File: src/rtl/morph_pass_ctrl_if.sv
// Camera-side sync/pixel inputs, sequencer controls and status outputs of the
// morphology frame sequencer, bundled for connection to morph_pass_ctrl.
interface morph_pass_ctrl_if;
    logic        cam_href;
    logic        cam_vsync;
    logic        din_val;
    logic [1:0]  mode_cfg;
    logic        cont_cfg;
    logic        start;
    logic        stop;
    logic        eps_crs;
    logic        pass_idx;
    logic        busy;
    logic        border_mask;
    logic [11:0] line_cnt;
    logic [10:0] pix_cnt;
    logic        frame_done;
    logic        err_pix;

    modport master (
        output cam_href, cam_vsync, din_val, mode_cfg, cont_cfg, start, stop,
        input  eps_crs, pass_idx, busy, border_mask, line_cnt, pix_cnt,
               frame_done, err_pix
    );

    modport slave (
        input  cam_href, cam_vsync, din_val, mode_cfg, cont_cfg, start, stop,
        output eps_crs, pass_idx, busy, border_mask, line_cnt, pix_cnt,
               frame_done, err_pix
    );
endinterface

File: src/rtl/morph_pass_ctrl.sv
// Frame-level sequencer for the binary morphology stage: sync edge detection,
// line/pixel counting, border mask and per-frame erode/dilate pass selection.
module morph_pass_ctrl #(
    parameter int H_ACT  = 1280,
    parameter int BORDER = 2
) (
    input  logic              module_clk,
    input  logic              module_rst_n,
    morph_pass_ctrl_if.slave  bus
);
    localparam logic [10:0] PIX_MAX  = 11'(H_ACT);
    localparam logic [11:0] LINE_MAX = 12'hFFF;
    localparam logic [11:0] BORDER_L = 12'(BORDER);

    typedef enum logic [2:0] {S_IDLE, S_ARM, S_PASS1, S_PASS2, S_DONE} state_t;

    state_t      state_q, state_d;
    logic        href_s1_q, href_s2_q, vsync_s1_q, vsync_s2_q;
    logic        href_rise_q, href_rise_d;
    logic        vsync_rise_q, vsync_rise_d;
    logic [11:0] line_cnt_q, line_cnt_d;
    logic [10:0] pix_cnt_q, pix_cnt_d;
    logic [1:0]  mode_q, mode_d;
    logic        cont_q, cont_d;
    logic        stop_pend_q, stop_pend_d;
    logic        eps_crs_q, eps_crs_d;
    logic        pass_idx_q, pass_idx_d;
    logic        busy_q, busy_d;
    logic        border_mask_q, border_mask_d;
    logic        frame_done_q, frame_done_d;
    logic        err_pix_q, err_pix_d;

    // NOTE: every _d gets a default from its _q first, so no path leaves a
    // combinational signal unassigned and no latch is inferred.
    always_comb begin
        state_d       = state_q;
        mode_d        = mode_q;
        cont_d        = cont_q;
        stop_pend_d   = stop_pend_q;
        line_cnt_d    = line_cnt_q;
        pix_cnt_d     = pix_cnt_q;
        err_pix_d     = err_pix_q;
        eps_crs_d     = eps_crs_q;
        href_rise_d   = href_s1_q & ~href_s2_q;
        vsync_rise_d  = vsync_s1_q & ~vsync_s2_q;

        if (vsync_rise_q) begin
            line_cnt_d = '0;
        end else if (href_rise_q && line_cnt_q != LINE_MAX) begin
            line_cnt_d = line_cnt_q + 12'd1;
        end

        if (href_rise_q) begin
            pix_cnt_d = '0;
        end else if (bus.din_val && href_s1_q && pix_cnt_q != PIX_MAX) begin
            pix_cnt_d = pix_cnt_q + 11'd1;
        end

        if (bus.din_val && pix_cnt_q == PIX_MAX) begin
            err_pix_d = 1'b1;
        end

        if (state_q == S_IDLE) begin
            stop_pend_d = 1'b0;
        end else if (bus.stop) begin
            stop_pend_d = 1'b1;
        end

        unique case (state_q)
            S_IDLE: begin
                if (bus.start) begin
                    mode_d    = bus.mode_cfg;
                    cont_d    = bus.cont_cfg;
                    err_pix_d = 1'b0;
                    state_d   = S_ARM;
                end
            end
            S_ARM: begin
                if (bus.stop) begin
                    state_d = S_IDLE;
                end else if (vsync_rise_q) begin
                    state_d = S_PASS1;
                end
            end
            S_PASS1: begin
                if (vsync_rise_q) begin
                    state_d = mode_q[1] ? S_PASS2 : S_DONE;
                end
            end
            S_PASS2: begin
                if (vsync_rise_q) begin
                    state_d = S_DONE;
                end
            end
            S_DONE: begin
                // The next frame has already begun, so a continuous run skips ARM.
                state_d = (cont_q && !stop_pend_q && !bus.stop) ? S_PASS1 : S_IDLE;
            end
            default: state_d = S_IDLE;
        endcase

        // PASS1 erodes for 00/10, PASS2 (10/11 only) runs the complementary op.
        if (state_d == S_PASS1) begin
            eps_crs_d = ~mode_d[0];
        end else if (state_d == S_PASS2) begin
            eps_crs_d = mode_d[0];
        end

        pass_idx_d    = (state_d == S_PASS2);
        busy_d        = (state_d != S_IDLE);
        frame_done_d  = (state_d == S_DONE);
        border_mask_d = (line_cnt_d != 12'd0) && (line_cnt_d <= BORDER_L);
    end

    // NOTE: sequential state uses non-blocking assignments only, so every flop
    // samples the pre-edge values regardless of statement order.
    always_ff @(posedge module_clk) begin
        if (!module_rst_n) begin
            state_q       <= S_IDLE;
            href_s1_q     <= 1'b0;
            href_s2_q     <= 1'b0;
            vsync_s1_q    <= 1'b0;
            vsync_s2_q    <= 1'b0;
            href_rise_q   <= 1'b0;
            vsync_rise_q  <= 1'b0;
            line_cnt_q    <= '0;
            pix_cnt_q     <= '0;
            mode_q        <= 2'b00;
            cont_q        <= 1'b0;
            stop_pend_q   <= 1'b0;
            eps_crs_q     <= 1'b1;
            pass_idx_q    <= 1'b0;
            busy_q        <= 1'b0;
            border_mask_q <= 1'b0;
            frame_done_q  <= 1'b0;
            err_pix_q     <= 1'b0;
        end else begin
            state_q       <= state_d;
            href_s1_q     <= bus.cam_href;
            href_s2_q     <= href_s1_q;
            vsync_s1_q    <= bus.cam_vsync;
            vsync_s2_q    <= vsync_s1_q;
            href_rise_q   <= href_rise_d;
            vsync_rise_q  <= vsync_rise_d;
            line_cnt_q    <= line_cnt_d;
            pix_cnt_q     <= pix_cnt_d;
            mode_q        <= mode_d;
            cont_q        <= cont_d;
            stop_pend_q   <= stop_pend_d;
            eps_crs_q     <= eps_crs_d;
            pass_idx_q    <= pass_idx_d;
            busy_q        <= busy_d;
            border_mask_q <= border_mask_d;
            frame_done_q  <= frame_done_d;
            err_pix_q     <= err_pix_d;
        end
    end

    assign bus.eps_crs     = eps_crs_q;
    assign bus.pass_idx    = pass_idx_q;
    assign bus.busy        = busy_q;
    assign bus.border_mask = border_mask_q;
    assign bus.line_cnt    = line_cnt_q;
    assign bus.pix_cnt     = pix_cnt_q;
    assign bus.frame_done  = frame_done_q;
    assign bus.err_pix     = err_pix_q;
endmodule
File: src/flat_wrapper.sv
// flat-port wrapper written by rule: the top's interface ports become plain ports
module morph_pass_ctrl_flat 
#(
    parameter int H_ACT  = 1280,
    parameter int BORDER = 2
)
  (module_clk, module_rst_n, bus_cam_href, bus_cam_vsync, bus_din_val, bus_mode_cfg, bus_cont_cfg, bus_start, bus_stop, bus_eps_crs, bus_pass_idx, bus_busy, bus_border_mask, bus_line_cnt, bus_pix_cnt, bus_frame_done, bus_err_pix);
  morph_pass_ctrl_if bus_i ();
  input  logic module_clk;
  input  logic module_rst_n;
  input wire logic [$bits(bus_i.cam_href)-1:0] bus_cam_href;
  input wire logic [$bits(bus_i.cam_vsync)-1:0] bus_cam_vsync;
  input wire logic [$bits(bus_i.din_val)-1:0] bus_din_val;
  input wire logic [$bits(bus_i.mode_cfg)-1:0] bus_mode_cfg;
  input wire logic [$bits(bus_i.cont_cfg)-1:0] bus_cont_cfg;
  input wire logic [$bits(bus_i.start)-1:0] bus_start;
  input wire logic [$bits(bus_i.stop)-1:0] bus_stop;
  output wire logic [$bits(bus_i.eps_crs)-1:0] bus_eps_crs;
  output wire logic [$bits(bus_i.pass_idx)-1:0] bus_pass_idx;
  output wire logic [$bits(bus_i.busy)-1:0] bus_busy;
  output wire logic [$bits(bus_i.border_mask)-1:0] bus_border_mask;
  output wire logic [$bits(bus_i.line_cnt)-1:0] bus_line_cnt;
  output wire logic [$bits(bus_i.pix_cnt)-1:0] bus_pix_cnt;
  output wire logic [$bits(bus_i.frame_done)-1:0] bus_frame_done;
  output wire logic [$bits(bus_i.err_pix)-1:0] bus_err_pix;
  assign bus_i.cam_href = bus_cam_href;
  assign bus_i.cam_vsync = bus_cam_vsync;
  assign bus_i.din_val = bus_din_val;
  assign bus_i.mode_cfg = bus_mode_cfg;
  assign bus_i.cont_cfg = bus_cont_cfg;
  assign bus_i.start = bus_start;
  assign bus_i.stop = bus_stop;
  assign bus_eps_crs = bus_i.eps_crs;
  assign bus_pass_idx = bus_i.pass_idx;
  assign bus_busy = bus_i.busy;
  assign bus_border_mask = bus_i.border_mask;
  assign bus_line_cnt = bus_i.line_cnt;
  assign bus_pix_cnt = bus_i.pix_cnt;
  assign bus_frame_done = bus_i.frame_done;
  assign bus_err_pix = bus_i.err_pix;
  morph_pass_ctrl #(.H_ACT(H_ACT), .BORDER(BORDER)) u_core (.module_clk(module_clk), .module_rst_n(module_rst_n), .bus(bus_i));
endmodule
File: config.mk
export PLATFORM = sky130hd
export DESIGN_NAME = morph_pass_ctrl_flat
export DESIGN_NICKNAME = d
export VERILOG_FILES = /design/src/rtl/morph_pass_ctrl_if.sv /design/src/rtl/morph_pass_ctrl.sv /design/src/flat_wrapper.sv
export SDC_FILE = /design/constraint.sdc
export NUM_CORES = 1
export LEC_CHECK = 0
export BUFFER_PORTS_ARGS = -buffer_cell sky130_fd_sc_hd__buf_4
export CORE_AREA = 2 2 87 47
export CTS_BUF_LIST = sky130_fd_sc_hd__clkbuf_8
export DETAILED_ROUTE_END_ITERATION = 8
export DIE_AREA = 0 0 89 49
export GPL_TIMING_DRIVEN = 0
export PLACE_DENSITY = 0.8
export SLEW_MARGIN = 10
export SYNTH_ARGS = -nofsm -noshare
export SYNTH_HDL_FRONTEND = slang
export SYNTH_SLANG_ARGS = --single-unit
export TNS_END_PERCENT = 10
File: constraint.sdc
create_clock -name module_clk -period 2 [get_ports module_clk]
set_input_delay 0.2 -clock module_clk [delete_from_list [all_inputs] [get_ports module_clk]]
set_output_delay 0.2 -clock module_clk [all_outputs]
set_load 0.02 [all_outputs]
==> qor.yml <==
p_sw_w: 0.000348
io_buffers: 38
die_w_um: 89
hold_path.startpoint: "bus_cam_vsync"
final_max_slew_viol_count: 0
yosys.area.top_type_share_pct: 42.9
clock-root-buffer: "clkbuf_8"
worst_ep_arrival_time_ps: 2040
synth_compound_area_share_pct: 11.0
dieArea_mm2: 0.00436
power_frac_clock_pct: 33.9
clock_sinks: 42
min_period_ps: 1880
core-area_mm2: 0.00368
crit_path_start: "u_core.bus.line_cnt[1]$_SDFF_PN0_"
ys_ff_latch: 42
start_util_pct: 53.2
yosysSeqAreaShare_pct: 42.9
wirelength_um: 4360
setup_viol: 0
hold_class: "primary input to register"
cts_tree: "yes"
syn_area_mm2: 0.00196
sw_frac_of_total_pct: 23.4
grt_pass1_wl_um: 6900
synth_area_leaders: "dfxtp_1 (43%), nor2_1 (6.9%), xnor2_1 (4.0%)"
drive_gt1_share_pct: 22.4
synth.avg_cell_area_um2: 8.79
rows: 16
num_antenna_cells: 0
synth_top_family_by_area: "simple AND/OR/NAND/NOR gates"
syn_inst: 223
ys_warn_count: 0
synth_simple_gate_area_share_pct: 28.5
synth_area_leader_cell: "dfxtp_1"
vias: 1749
antenna_found_initial: 0
drt_iter0_drc: 151
status: "complete, no violations"
slowest_stage: "dfxtp_2"
cap_violations: 0
placed_area_mm2: 0.00231
htreeDepth: 2
synthMuxAreaShare_pct: 3.07
grtUsageTotal_pct: 20.6
path_max_fanout: 8
seqPwrFrac_pct: 58.1
fin_area_mm2: 0.00242
power_frac_comb_pct: 8.0
grt_pass1_vias: 1414
cp_top_family: "simple AND/OR/NAND/NOR gates"
cts_setup_buffers: 0
min_period_over_period_pct: 93.8
fin_setup_tns_ps: 0
cp-end-kind: "register"
viasPerCell: 5.43
total_power_w: 0.00149
worst_ep_required_time_ps: 2170
worstMarginPinSlew_ps: 470
layout_common_cells: "buf_4 (41), dfxtp_1 (41), nor2_1 (36)"
gp_congestion: 0.901
grt_max_degree: 12
routedWlPerCell_um: 13.5
leakage_nw: 0.997
cp_num_buf_inv: 0
dieHeight_um: 49
ant_nets: 0
power.internal_w: 0.00114
async_flop_share_pct: 0
cp-start-kind: "register"
path_class: "register to register"
ys_types: 46
clk_pin_slew_worst_paths_ps: 80
remaining_drc_errors: 0
crit_chain: "ha_2 -> nand4_1 -> nor2_1 -> and4b_1 -> o2111ai_1 -> nor4_2"
cpPeakStageDelay_ps: 400
clockBufferDepth: 2
first_pass_iters: 4
synth-edff-count: 0
timing.slew.headroom_pct: 68.4
synthAdderAreaFrac_pct: 1.92
fmax_mhz: 533
hpwl_um: 3230
cts_buffers: 5
hold_violations: 0
synth_xor_area_share_pct: 8.05
finClkSkew_ps: 6.77
powerDensity_mw_per_mm2: 616
insertion_delay_ps: 290
overflow: 0
nNetsFinal: 281
r2r-start: "u_core.bus.line_cnt[1]$_SDFF_PN0_"
synth.net_count: 236
syn_to_final_growth_pct: 23.3
synth_flop_cell: "dfxtp_1"
io_pins: 39
irDropWorstVdd_uv: 399
## cells in the mapped netlist (2+ instances only)
library cell,count
dfxtp_1,42
o211ai_1,2
nand2_1,9
buf_4,3
a31oi_1,4
o21bai_1,2
mux2i_1,6
nand2b_1,3
a211oi_1,3
nor2_1,36
inv_1,5
nor2b_1,5
o21ai_0,5
nor4_1,6
xor2_1,9
ha_1,3
nand3_1,10
a21oi_1,4
a311o_1,2
clkbuf_1,3
and2_1,9
buf_2,4
xnor2_1,9
o31ai_1,2
and3_1,7
and4_1,2
nand4_1,5
nor3_1,5
## cells by family after synthesis
| kind of cell | Yosys count |
|---|---|
| compound gates | 31 |
| xor+xnor | 18 |
| fa+ha+maj | 3 |
| buf+inv | 17 |
| flops | 42 |
| mux | 6 |
| simple gates | 106 |
## metrics by stage
step                hold WS (ps)  instances  utilization (%)  worst slack [ps]
floorplan                    327        223                -               164
global placement             371        315             62.8             -62.2
detailed placement           375        315             62.8              25.9
CTS                          112        322             64.9              26.0
global route                 128        322             65.6             -31.6
finish                       110        322             65.6               125
## registers in the layout, summed over array words and instances (netlist names)
signal	cells
u_core.bus.border_mask	1
u_core.bus.busy	1
u_core.bus.eps_crs	1
u_core.bus.err_pix	1
u_core.bus.frame_done	1
u_core.bus.line_cnt	12
u_core.bus.pass_idx	1
u_core.bus.pix_cnt	11
u_core.cont_q	1
u_core.href_rise_q	1
u_core.href_s1_q	1
u_core.href_s2_q	1
u_core.mode_q	2
u_core.state_q	3
u_core.stop_pend_q	1
u_core.vsync_rise_q	1
u_core.vsync_s1_q	1
u_core.vsync_s2_q	1
## power by group through the flow
| stage | clock network [W] | logic (W) | registers (W) |
|---|---|---|---|
| after floorplan | 0 | 0.0000707 | 0.000889 |
| after global placement | 0 | 0.000116 | 0.000884 |
| after detailed placement | 0 | 0.000118 | 0.000884 |
| after CTS | 0.000514 | 0.000118 | 0.000864 |
| after global routing | 0.000551 | 0.000131 | 0.000867 |
| final | 0.000505 | 0.000120 | 0.000864 |
## path summary, 6_finish.rpt
kind	end	slack, ps	cells past startpoint
worst max-delay path	u_core.bus.border_mask$_SDFF_PN0_	120	6
worst min-delay path	u_core.vsync_s1_q$_SDFF_PN0_	110	2
worst max register to register	u_core.bus.border_mask$_SDFF_PN0_	120	6
worst min register to register	u_core.href_rise_q$_SDFF_PN0_	390	1
## repair_timing
item	CTS	global route
gates cloned	0	0
pin swaps	0	1
resized for setup	1	6
endpoints found under the setup margin	1	2
hold buffers	0	0
## cell type report
type / count / area, um2
Multi-Input combinational cell: 164 / 1060
Inverter: 5 / 18.8
Timing Repair Buffer: 38 / 285
Tap cell: 54 / 67.6
Clock inverter: 2 / 7.51
Fill cell: 316 / 1270
Buffer: 12 / 70.1
Sequential cell: 42 / 842
Clock buffer: 5 / 68.8
## metal layers
layer,vias up,part of all wire [%],GRT usage [%],routed length (um)
met4,0,0.92,6.22,40
li1,880,-,-,-
met5,-,0,0,0
met1,800,55,34.5,2390
met3,5,8.8,6.60,383
met2,64,35,23.6,1550
Power figures use the tool's default switching activity.
